`config.mk`:
```
export PLATFORM = sky130hd
export DESIGN_NAME = mark_chain_scheduler
export DESIGN_NICKNAME = d
export VERILOG_FILES = /design/src/rtl/golomb_pkg.sv /design/src/rtl/mark_select.sv /design/src/rtl/mark_chain_scheduler.sv
export SDC_FILE = /design/constraint.sdc
export NUM_CORES = 1
export LEC_CHECK = 0
export ABC_AREA = 1
export CORE_MARGIN = 1
export CORE_UTILIZATION = 35
export CTS_BUF_LIST = sky130_fd_sc_hd__clkbuf_4 sky130_fd_sc_hd__clkbuf_8
export CTS_CLUSTER_SIZE = 14
export DETAILED_ROUTE_END_ITERATION = 6
export GPL_TIMING_DRIVEN = 1
export SYNTH_ARGS = -nofsm -noshare
export SYNTH_HDL_FRONTEND = slang
export SYNTH_SLANG_ARGS = --single-unit
export TNS_END_PERCENT = 100
```
`constraint.sdc`:
```
create_clock -name clock -period 3.4 [get_ports clock]
set_clock_uncertainty 0.05 [all_clocks]
set_input_delay 0.34 -clock clock [delete_from_list [all_inputs] [get_ports clock]]
set_output_delay 0.34 -clock clock [all_outputs]
set_load 0.05 [all_outputs]
```
`src/rtl/golomb_pkg.sv`:
```
// golomb_pkg: shared widths and scheduler state encoding for the Golomb ruler search.
package golomb_pkg;
    localparam int MARK_W  = 9;
    localparam int DEPTH_W = 4;
    typedef enum logic [2:0] {
        ST_IDLE,
        ST_LOAD,
        ST_WAIT,
        ST_CHECK,
        ST_ADVANCE,
        ST_BACKTRACK,
        ST_FINISH
    } sched_state_t;
endpackage

```
`src/rtl/mark_select.sv`:
```
// mark_select: picks one mark's position and ready bit out of the packed mark bus.
module mark_select
    import golomb_pkg::*;
#(
    parameter int NUM_MARKS = 4
) (
    input  logic [MARK_W*NUM_MARKS-1:0] vals,
    input  logic [NUM_MARKS-1:0]        rdy,
    input  logic [DEPTH_W-1:0]          idx,
    output logic [MARK_W-1:0]           val,
    output logic                        ready
);
    // Out-of-range indices (d-1 while d=0) read as an idle, zero mark.
    assign val   = (int'(idx) < NUM_MARKS) ? vals[int'(idx)*MARK_W +: MARK_W] : '0;
    assign ready = (int'(idx) < NUM_MARKS) ? rdy[idx] : 1'b0;
endmodule

```
`src/rtl/mark_chain_scheduler.sv`:
```
// mark_chain_scheduler: depth-first Golomb ruler search over external mark counters.
// Define SCHED_PRUNE_EN to tighten each mark's bound by the marks still to be placed.
module mark_chain_scheduler
    import golomb_pkg::*;
#(
    parameter int NUM_MARKS = 4,
    parameter int STEP_W    = 32
) (
    input  logic                        clock,
    input  logic                        reset,
    input  logic                        start,
    input  logic [MARK_W-1:0]           maxLength,
    input  logic [MARK_W*NUM_MARKS-1:0] markVal,
    input  logic [NUM_MARKS-1:0]        markReady,
    output logic [NUM_MARKS-1:0]        markLoad,
    output logic [NUM_MARKS-1:0]        markAdvance,
    output logic [MARK_W-1:0]           loadValue,
    output logic                        checkReq,
    output logic [DEPTH_W-1:0]          checkDepth,
    input  logic                        checkDone,
    input  logic                        checkOk,
    output logic                        busy,
    output logic                        done,
    output logic                        found,
    output logic [MARK_W-1:0]           foundLength,
    output logic [STEP_W-1:0]           steps
);
    sched_state_t       state, state_n;
    logic [DEPTH_W-1:0] d;
    logic [DEPTH_W-1:0] d_prev;
    logic [MARK_W-1:0]  cur_val, prev_val, limit;
    logic               cur_rdy, prev_rdy_unused, last;

    assign d_prev = d - 1'b1;
    assign last   = (d == DEPTH_W'(NUM_MARKS - 1));

    mark_select #(.NUM_MARKS(NUM_MARKS)) sel_cur (
        .vals(markVal), .rdy(markReady), .idx(d), .val(cur_val), .ready(cur_rdy)
    );
    mark_select #(.NUM_MARKS(NUM_MARKS)) sel_prev (
        .vals(markVal), .rdy(markReady), .idx(d_prev), .val(prev_val), .ready(prev_rdy_unused)
    );

`ifdef SCHED_PRUNE_EN
    logic [MARK_W-1:0] slack;
    assign slack = MARK_W'(NUM_MARKS - 1) - MARK_W'(d);
    assign limit = (maxLength > slack) ? maxLength - slack : '0;
`else
    assign limit = maxLength;
`endif

    always_ff @(posedge clock) begin
        if (reset) begin
            state       <= ST_IDLE;
            d           <= '0;
            done        <= 1'b0;
            found       <= 1'b0;
            foundLength <= '0;
            steps       <= '0;
        end else begin
            state <= state_n;
            case (state)
                ST_IDLE: if (start) begin
                    d           <= DEPTH_W'(1);
                    done        <= 1'b0;
                    found       <= 1'b0;
                    foundLength <= '0;
                    steps       <= '0;
                end
                ST_CHECK: if (checkDone) begin
                    steps <= (&steps) ? steps : steps + 1'b1;
                    if (checkOk && last) begin
                        found       <= 1'b1;
                        foundLength <= cur_val;
                    end else if (checkOk) d <= d + 1'b1;
                end
                ST_BACKTRACK: d <= d_prev;
                ST_FINISH:    done <= 1'b1;
                default: ;
            endcase
        end
    end

    always_comb begin
        state_n     = state;
        markLoad    = (state == ST_LOAD) ? NUM_MARKS'(1) << d : '0;
        markAdvance = (state == ST_ADVANCE) ? NUM_MARKS'(1) << d : '0;
        loadValue   = (state == ST_LOAD) ? prev_val + MARK_W'(1) : '0;
        checkReq    = (state == ST_CHECK);
        checkDepth  = (state == ST_CHECK) ? d : '0;
        busy        = (state != ST_IDLE);
        case (state)
            ST_IDLE:      state_n = start ? ST_LOAD : ST_IDLE;
            ST_LOAD:      state_n = ST_WAIT;
            ST_ADVANCE:   state_n = ST_WAIT;
            ST_WAIT:      state_n = !cur_rdy ? ST_WAIT : (cur_val > limit) ? ST_BACKTRACK : ST_CHECK;
            ST_CHECK:     state_n = !checkDone ? ST_CHECK : !checkOk ? ST_ADVANCE : last ? ST_FINISH : ST_LOAD;
            ST_BACKTRACK: state_n = (d_prev == '0) ? ST_FINISH : ST_ADVANCE;
            ST_FINISH:    state_n = ST_IDLE;
            default:      state_n = ST_IDLE;
        endcase
    end
endmodule

```
=== Word level (Yosys, flattened, before mapping) ===
Index checks and enable logic that the tools add are counted.

* Logic and storage cells: 80
* Input port bits: 54
* Bits in registers: 50
* Output and inout port bits: 66

* Eq/ne operators: 13
* Reduce and logical (&&, ||, !) cells: 13
* Multiply operators: 2
* Shift operators: 3
* Muxes and demuxes: 35
* $add $sub $neg: 4
* Order comparisons: 4

{| class="wikitable"
|+ Operators with widths
! cell !! number
|-
| 32-bit 2-to-1 mux || 3
|-
| 36-bit by 32-bit indexed part select with 9-bit output || 2
|-
| 32-bit one-hot mux with 2 select lines || 1
|-
| 9-bit 2-to-1 mux || 6
|-
| 32-bit by 1-bit adder with 32-bit output, second input constant || 1
|-
| 32-bit AND reduction || 1
|-
| 4-bit 2-to-1 mux || 7
|-
| 9-bit one-hot mux with 2 select lines || 1
|-
| 4-bit by 4-bit multiplier with 8-bit output, second input constant || 2
|-
| 3-bit 2-to-1 mux || 5
|-
| 3-bit one-hot mux with 5 select lines || 1
|-
| 4-bit by 3-bit less-than comparator with 1-bit output, second input constant || 3
|-
| 4-bit one-hot mux with 3 select lines || 1
|-
| 9-bit by 1-bit adder with 9-bit output, second input constant || 1
|-
| 3-bit equality test, second input constant || 3
|-
| 9-bit > comparator || 1
|-
| 4-bit AND reduction || 2
|-
| 3-bit by 2-bit equality test with 1-bit output, second input constant || 2
|-
| 1-bit 2-to-1 mux || 6
|-
| 2-bit by 1-bit inequality test with 1-bit output, second input constant || 3
|-
| 2-bit inequality test, second input constant || 3
|-
| 3-bit nonzero test || 2
|-
| 5-bit AND reduction || 1
|-
| 4-bit by 1-bit adder with 4-bit output, second input constant || 1
|-
| 13 further kinds || 15
|}

=== Logic depth before layout (Yosys ltp) ===
* Depth in word-level cells: 7
* Mapped depth: 19
* Depth with buffers taken out: 16

=== Cells and area by module ===
A second synthesis with hierarchy kept.

* Cells, all modules: 802
* Area, all modules: 4,463.0 µm²

{| class="wikitable"
|+ By module, submodules not included
! module !! area each (µm²) !! times used !! cells an instance !! sequential area each (µm²)
|-
| mark_chain_scheduler || 3,474.6 || 1 || 564 || 1,001.0
|-
| mark_select || 494.2 || 2 || 119 || 0.0
|}

=== Least setup slack after synthesis ===
Ideal clock, no wire load.

* Kind: register -> output
* Start: register d[1]
* End: output loadValue[8]
* Data required time: 3.010 ns
* Data arrival time: 2.945 ns
* Path slack: 0.065 ns
* Stages on the path, launching flop included: 17
* Path buffers: 3
* Cell sequence: dfxtp_1 inv_1 clkbuf_1 ha_1 buf_2 inv_1 buf_2 nor2_1 o21ai_0 a21oi_1 ha_1 nand3_1 nor2_1 nand2_1 nand2_1 nand2_1 nor2_1

* Cells in the longest elaborated chain, start to end: 6
* Elaborated cells between the ends (all ways): 7
* Those cells by class: add/sub (2); mul (1); order compare (1); shift (1); mux (2)

{| class="wikitable"
|+ Ends and longest elaborated chain
! what !! line !! source
|-
| start: declaration || mark_chain_scheduler.sv:29 || <nowiki>logic [DEPTH_W-1:0] d;</nowiki>
|-
| start signal: assignment || mark_chain_scheduler.sv:75 || <nowiki>end else if (checkOk) d <= d + 1'b1;</nowiki>
|-
| start signal: assignment || mark_chain_scheduler.sv:77 || <nowiki>ST_BACKTRACK: d <= d_prev;</nowiki>
|-
| 4-bit by 1-bit subtractor with 4-bit output (*) || mark_chain_scheduler.sv:34 || <nowiki>assign d_prev = d - 1'b1;</nowiki>
|-
| 4-bit by 4-bit multiplier with 8-bit output || mark_select.sv:14 || <nowiki>assign val = (int'(idx) < NUM_MARKS) ? vals[int'(idx)*MARK_W +: MARK_W] : '0;</nowiki>
|-
| 36-bit by 32-bit indexed part select with 9-bit output || mark_select.sv:14 ||
|-
| 9-bit 2-to-1 mux (*) || mark_select.sv:14 ||
|-
| 9-bit by 1-bit adder with 9-bit output (*) || mark_chain_scheduler.sv:88 || <nowiki>loadValue = (state == ST_LOAD) ? prev_val + MARK_W'(1) : '0;</nowiki>
|-
| 9-bit 2-to-1 mux (*) || mark_chain_scheduler.sv:88 ||
|-
| end: declaration || mark_chain_scheduler.sv:17 || <nowiki>output logic [MARK_W-1:0] loadValue,</nowiki>
|}

Every way passes the cells marked *; elsewhere a longest branch is shown, timed or not.

=== Final worst setup path ===
* Start: register d[0]
* End: output loadValue[8]

The elaborated chain is that of the path after synthesis.

==> results.json <==
{
  "outcome": "finished clean",
  "drc": 0,
  "period_needed_ns": 3.09,
  "clock-sinks": 50,
  "required_ns": 3.01,
  "io_buffers": 119,
  "core-area_mm2": 0.0120,
  "drtIter0Drc": 506,
  "grt.total_usage": 0.256,
  "relSlewSlack": 0.441,
  "die_area_mm2": 0.0127,
  "fin_util": 0.484,
  "ys_types": 34,
  "rsz0062_at_grt": "no",
  "fillCellCount": 1286,
  "detail-route-antenna-nets": 0,
  "powerDensity_mw_per_mm2": 349,
  "synth_cells": 769,
  "cts.clk_slew.worst_paths_ns": 0.11,
  "path_buf_inv": 3,
  "setup.worst_path.class": "reg -> out",
  "grt_max_degree": 41,
  "fin_nets": 945,
  "min_period_over_period": 0.908,
  "start_util": 0.358,
  "via_per_inst": 5.13,
  "wl_per_cell_um": 15.4,
  "hold_buffers": 0,
  "start_kind": "flip-flop",
  "placed_area_mm2": 0.00571,
  "layout_commonest_cell": "nand2_1",
  "clk_latency_ns": 0.33,
  "cap_violations": 0,
  "cp_slowest_cell": "ha_2",
  "cts_tree": "yes",
  "totalWireLength_um": 15700,
  "ys_seq_area_frac": 0.233,
  "overflow": 0,
  "synth_area_leaders": "dfxtp_1, nand2_1, nor2_1",
  "drt-pass1-iter-count": 5,
  "synth-seq-cells": 50,
  "diodes": 0,
  "antenna_found_initial": 0,
  "timing.critical_path.max_delay_family": "adder cells",
  "cp_cell_sequence": "inv_1, ha_2, inv_1, nor2_1, o21ai_0, a21oi_1, ha_1, nand3_1, nor2_1, nand2_1, nand2_1, nand2_1, nor2_1, buf_12",
  "cp.arrival_ns": 2.70,
  "wl_met3_um": 886,
  "cts_made_buffers": 5,
  "cts_max_level": 2,
  "layout_common_cells": "nand2_1, nor2_1, clkdlybuf4s50_1",
  "dr_wl_met2_um": 7110,
  "tns_ns": 0,
  "met1_length_um": 7580,
  "synth_area_mm2": 0.00430,
  "area_delta_synth_final_pct": 35.0,
  "cts_root_buf": "clkbuf_8",
  "syn_avg_cell_area_um2": 5.60,
  "dpl.hpwl_um": 12300,
  "fmax_mhz": 324,
  "die_w_um": 113,
  "leakagePower_nw": 2.20,
  "pre_cts_slack_ns": 0.528,
  "design_area_mm2": 0.00581,
  "timing_hold_violations_final": 0,
  "peakVddDrop_mv": 0.290,
  "finalSetupViolations": 0,
  "vias": 5262,
  "final.setup.worst_slack_ns": 0.311,
  "clockBufferDepth": 2,
  "syn_nets": 837,
  "yosys_warnings": 0,
  "row_count": 40,
  "yosysTopAreaCell": "dfxtp_1",
  "highest_layer": "met4",
  "end_kind": "output pin",
  "hold_path_class": "reg -> reg",
  "ioPinCount": 120,
  "grt_pass1_vias": 4877,
  "grt_pass1_wl_um": 25600,
  "drive_gt1_frac": 0.0558,
  "slowest_delay_ns": 0.44,
  "gp_congestion": 0.994,
  "holdWs_ns": 0.419,
  "tightest_slew_ns": 0.833,
  "path_max_fanout": 9,
  "synth_top_area_share": 0.233,
  "die-height_um": 113,
  "drv_slew": 0
}
==> through the flow <==
stage	total power [W]	std cells
6_report	0.00203	1025
5_1_grt	0.00218	1025
4_1_cts	0.00203	1025
3_5_place_dp	0.00164	1017
3_3_place_gp	0.00162	1017
2_1_floorplan	0.00130	769
==> layout make-up <==
cell class              count  area, µm²  area share
flip-flops and latches     50       1000       0.172
clock buffers               6       82.6      0.0142
inverters                  75        282      0.0484
well taps                 147        184      0.0316
repair buffers            129       1360       0.234
multi-input cells         616       2890       0.497
clock inverters             2       16.3     0.00280
==> state kept, by name, summed over array words and instances, names as in the netlist <==
register     count
d                4
found            1
steps           32
done             1
state            3
foundLength      9
==> power by group <==
| part | switching (W) | internal [W] | leakage [nW] |
|---|---|---|---|
| Sequential | 0.0000205 | 0.000602 | 0.404 |
| Combinational | 0.000673 | 0.000342 | 1.75 |
| Clock | 0.000225 | 0.000168 | 0.0478 |
| Total | 0.000918 | 0.00111 | 2.20 |
==> cells in the mapped netlist (all sizes together) <==
master and n:
a21boi 1, a21oi 65, a221oi 2, a22oi 7, a31oi 3, and2 1, buf 19, clkbuf 9
dfxtp 50, ha 14, inv 75, nand2 221, nand3 69, nand3b 2, nand4 8, nor2 165
nor3 7, o211ai 5, o21a 2, o21ai 25, o21bai 1, o221ai 1, o22ai 1, or2 2
xnor2 6, xor2 8
==> logic make-up (layout without fill, tap and decap cells) <==
group | Yosys count | in the layout | share of synthesized area
AND/OR/NAND/NOR | 475 | 475 | 0.454
AO/OA/AOI/OAI | 113 | 113 | 0.147
buffers and inverters | 103 | 212 | 0.0974
flip-flops | 50 | 50 | 0.233
adder cells (fa/ha/maj) | 14 | 14 | 0.0407
XOR/XNOR | 14 | 14 | 0.0285
==> worst paths after layout <==
kind / to / cells after the start / slack (ns) / from
worst max-delay path: loadValue[8] / 14 / 0.31 / d[0]$_SDFFE_PP0P_
worst min-delay path: done$_SDFFE_PP0P_ / 2 / 0.42 / done$_SDFFE_PP0P_
worst max register to register: state[1]$_SDFF_PP0_ / 14 / 0.50 / d[0]$_SDFFE_PP0P_
worst min register to register: done$_SDFFE_PP0P_ / 2 / 0.42 / done$_SDFFE_PP0P_
==> what timing repair did <==
item,in CTS,in global routing
endpoints found under the setup margin,0,2
resized for setup,0,2
setup buffers,0,0
==> worst min-delay path: stages, from the launching register on <==
cell     delay [ns]
dfxtp_1        0.33
nand2_1        0.06
a21oi_1        0.05
==> routing by layer <==
layer / global-route usage / up-vias
li1: - / 2688
met1: 0.365 / 2388
met2: 0.402 / 172
met3: 0.0386 / 14
met4: 0.0684 / 0
met5: 0 / -
Note: power is estimated with default switching activity, not from simulation.
==> RTL edit: new RTL, same settings <==
Add a define of `SCHED_PRUNE_EN`.
--- a/src/rtl/mark_chain_scheduler.sv
+++ b/src/rtl/mark_chain_scheduler.sv
@@ -1,5 +1,7 @@
 // mark_chain_scheduler: depth-first Golomb ruler search over external mark counters.
 // Define SCHED_PRUNE_EN to tighten each mark's bound by the marks still to be placed.
+`define SCHED_PRUNE_EN
+
 module mark_chain_scheduler
     import golomb_pkg::*;
 #(
Behaviour: not the same (a bounded check fails within 4 cycles, from zero or initial values and one cycle with reset high).
==> RTL edit against the unedited design <==
  * Sequential cell count did not move
  * Sequential share of layout area fell by 1.2 points
  * First-iteration DRC count fell by 16%
  * Count of clock-buffer cells in the layout did not move
  * Global-route usage fell by 3.0 points
  * Setup slack got worse by 0.054 ns
  * Wire length rose by 0.84%
  * Non-clock buffer count rose by 8
  * Maximum frequency fell by 1.7%
  * Synthesized area rose by 8.3%
  * Design area rose by 8.2%
  * Critical endpoint unchanged
Power is not compared: it rests on default switching activity, and its combinational part moved more than twofold at a synthesized area within 25%.
==> RTL edit: results (changes against the unedited design) <==
Worst Tran Pin Value: 0.638 ns (-0.195 ns)
placed cells: 1,084 (+6.6%)
multiplexer share of the synthesized area: 0% (unchanged)
port buffer count: 119 (unchanged)
routed len/inst: 14.5 um (-5.6%)
worst skew pair latency: 0.31 ns (-0.02 ns)
first-pass GRT wire length: 25.3 mm (-1.5%)
M2 GR Usage: 36.1% (-4.1 points)
vias in the first global route: 4,768 (-2.2%)
GRT Overall Usage: 22.6% (-3.0 points)
DR WL met3: 867 um (-2.1%)
critical-path maximum fanout: 7 (-2)
syn nets: 876 (+4.7%)
routed wl met2: 7.19 mm (+1.2%)
pre-CTS setup slack: 0.162 ns (-0.365 ns)
initial DRC count: 425 (-16%)
Arrival @ worst endpoint: 2.75 ns (+0.05 ns)
area share of fa/ha/maj cells after synthesis: 5.80% (+1.7 points)
met1 Use GR: 32.4% (-4.1 points)
Synth Area in XOR/XNOR: 2.63% (-0.22 points)
GP Congestion: 0.900 (-9.4%)
GR Util met3: 2.72% (-1.1 points)
share of cells above drive strength 1: 8.02% (+2.4 points)
fin nets: 997 (+5.5%)
routed via count: 5,398 (+2.6%)
part of the Yosys area used for sequential elements: 21.5% (-1.8 points)
CP max-delay cell: dfxtp_2
Max stage delay on crit path: 0.40 ns (-0.04 ns)
outcome: completed
Compound-Gate Fraction of Synth Area: 14.1% (-0.61 points)
synth top area cells: dfxtp_1 21%, nand2_1 18%, nor2_1 12%
DP Area: 6130 sq um (+7.4%)
met1 WL: 7.60 mm (+0.24%)
## RTL edit: worst paths after layout
| path | depth (start not counted) | slack [ns] | startpoint | end |
|---|---|---|---|---|
| hold / removal | 2 | 0.42 | foundLength[4] | foundLength[4] |
| setup / recovery | 14 | 0.26 | d[1] | loadValue[8] |
| hold reg to reg | 2 | 0.42 | foundLength[4] | foundLength[4] |
| setup reg to reg | 21 | 0.35 | d[3] | state[1] |
## RTL edit: area by class of cell
cell class / instances / area, sq um
well taps: 172 / 215
flip-flops and latches: 50 / 1000
clock buffers: 6 / 76.3
fillers: 1337 / 6540
repair buffers: 137 / 1420
clock inverters: 2 / 37.5
inverters: 90 / 344
multi-input cells: 638 / 3190
## RTL edit: power breakdown
part | switching (W) | internal, W
Combinational | 0.00146 | 0.000770
Sequential | 0.0000317 | 0.000612
Clock | 0.000207 | 0.000228
Total | 0.00170 | 0.00161
## RTL edit: repair_timing
action | in CTS | in global routing
setup endpoints to repair | 0 | 5
gates resized for setup | 0 | 10
buffers inserted | 0 | 3
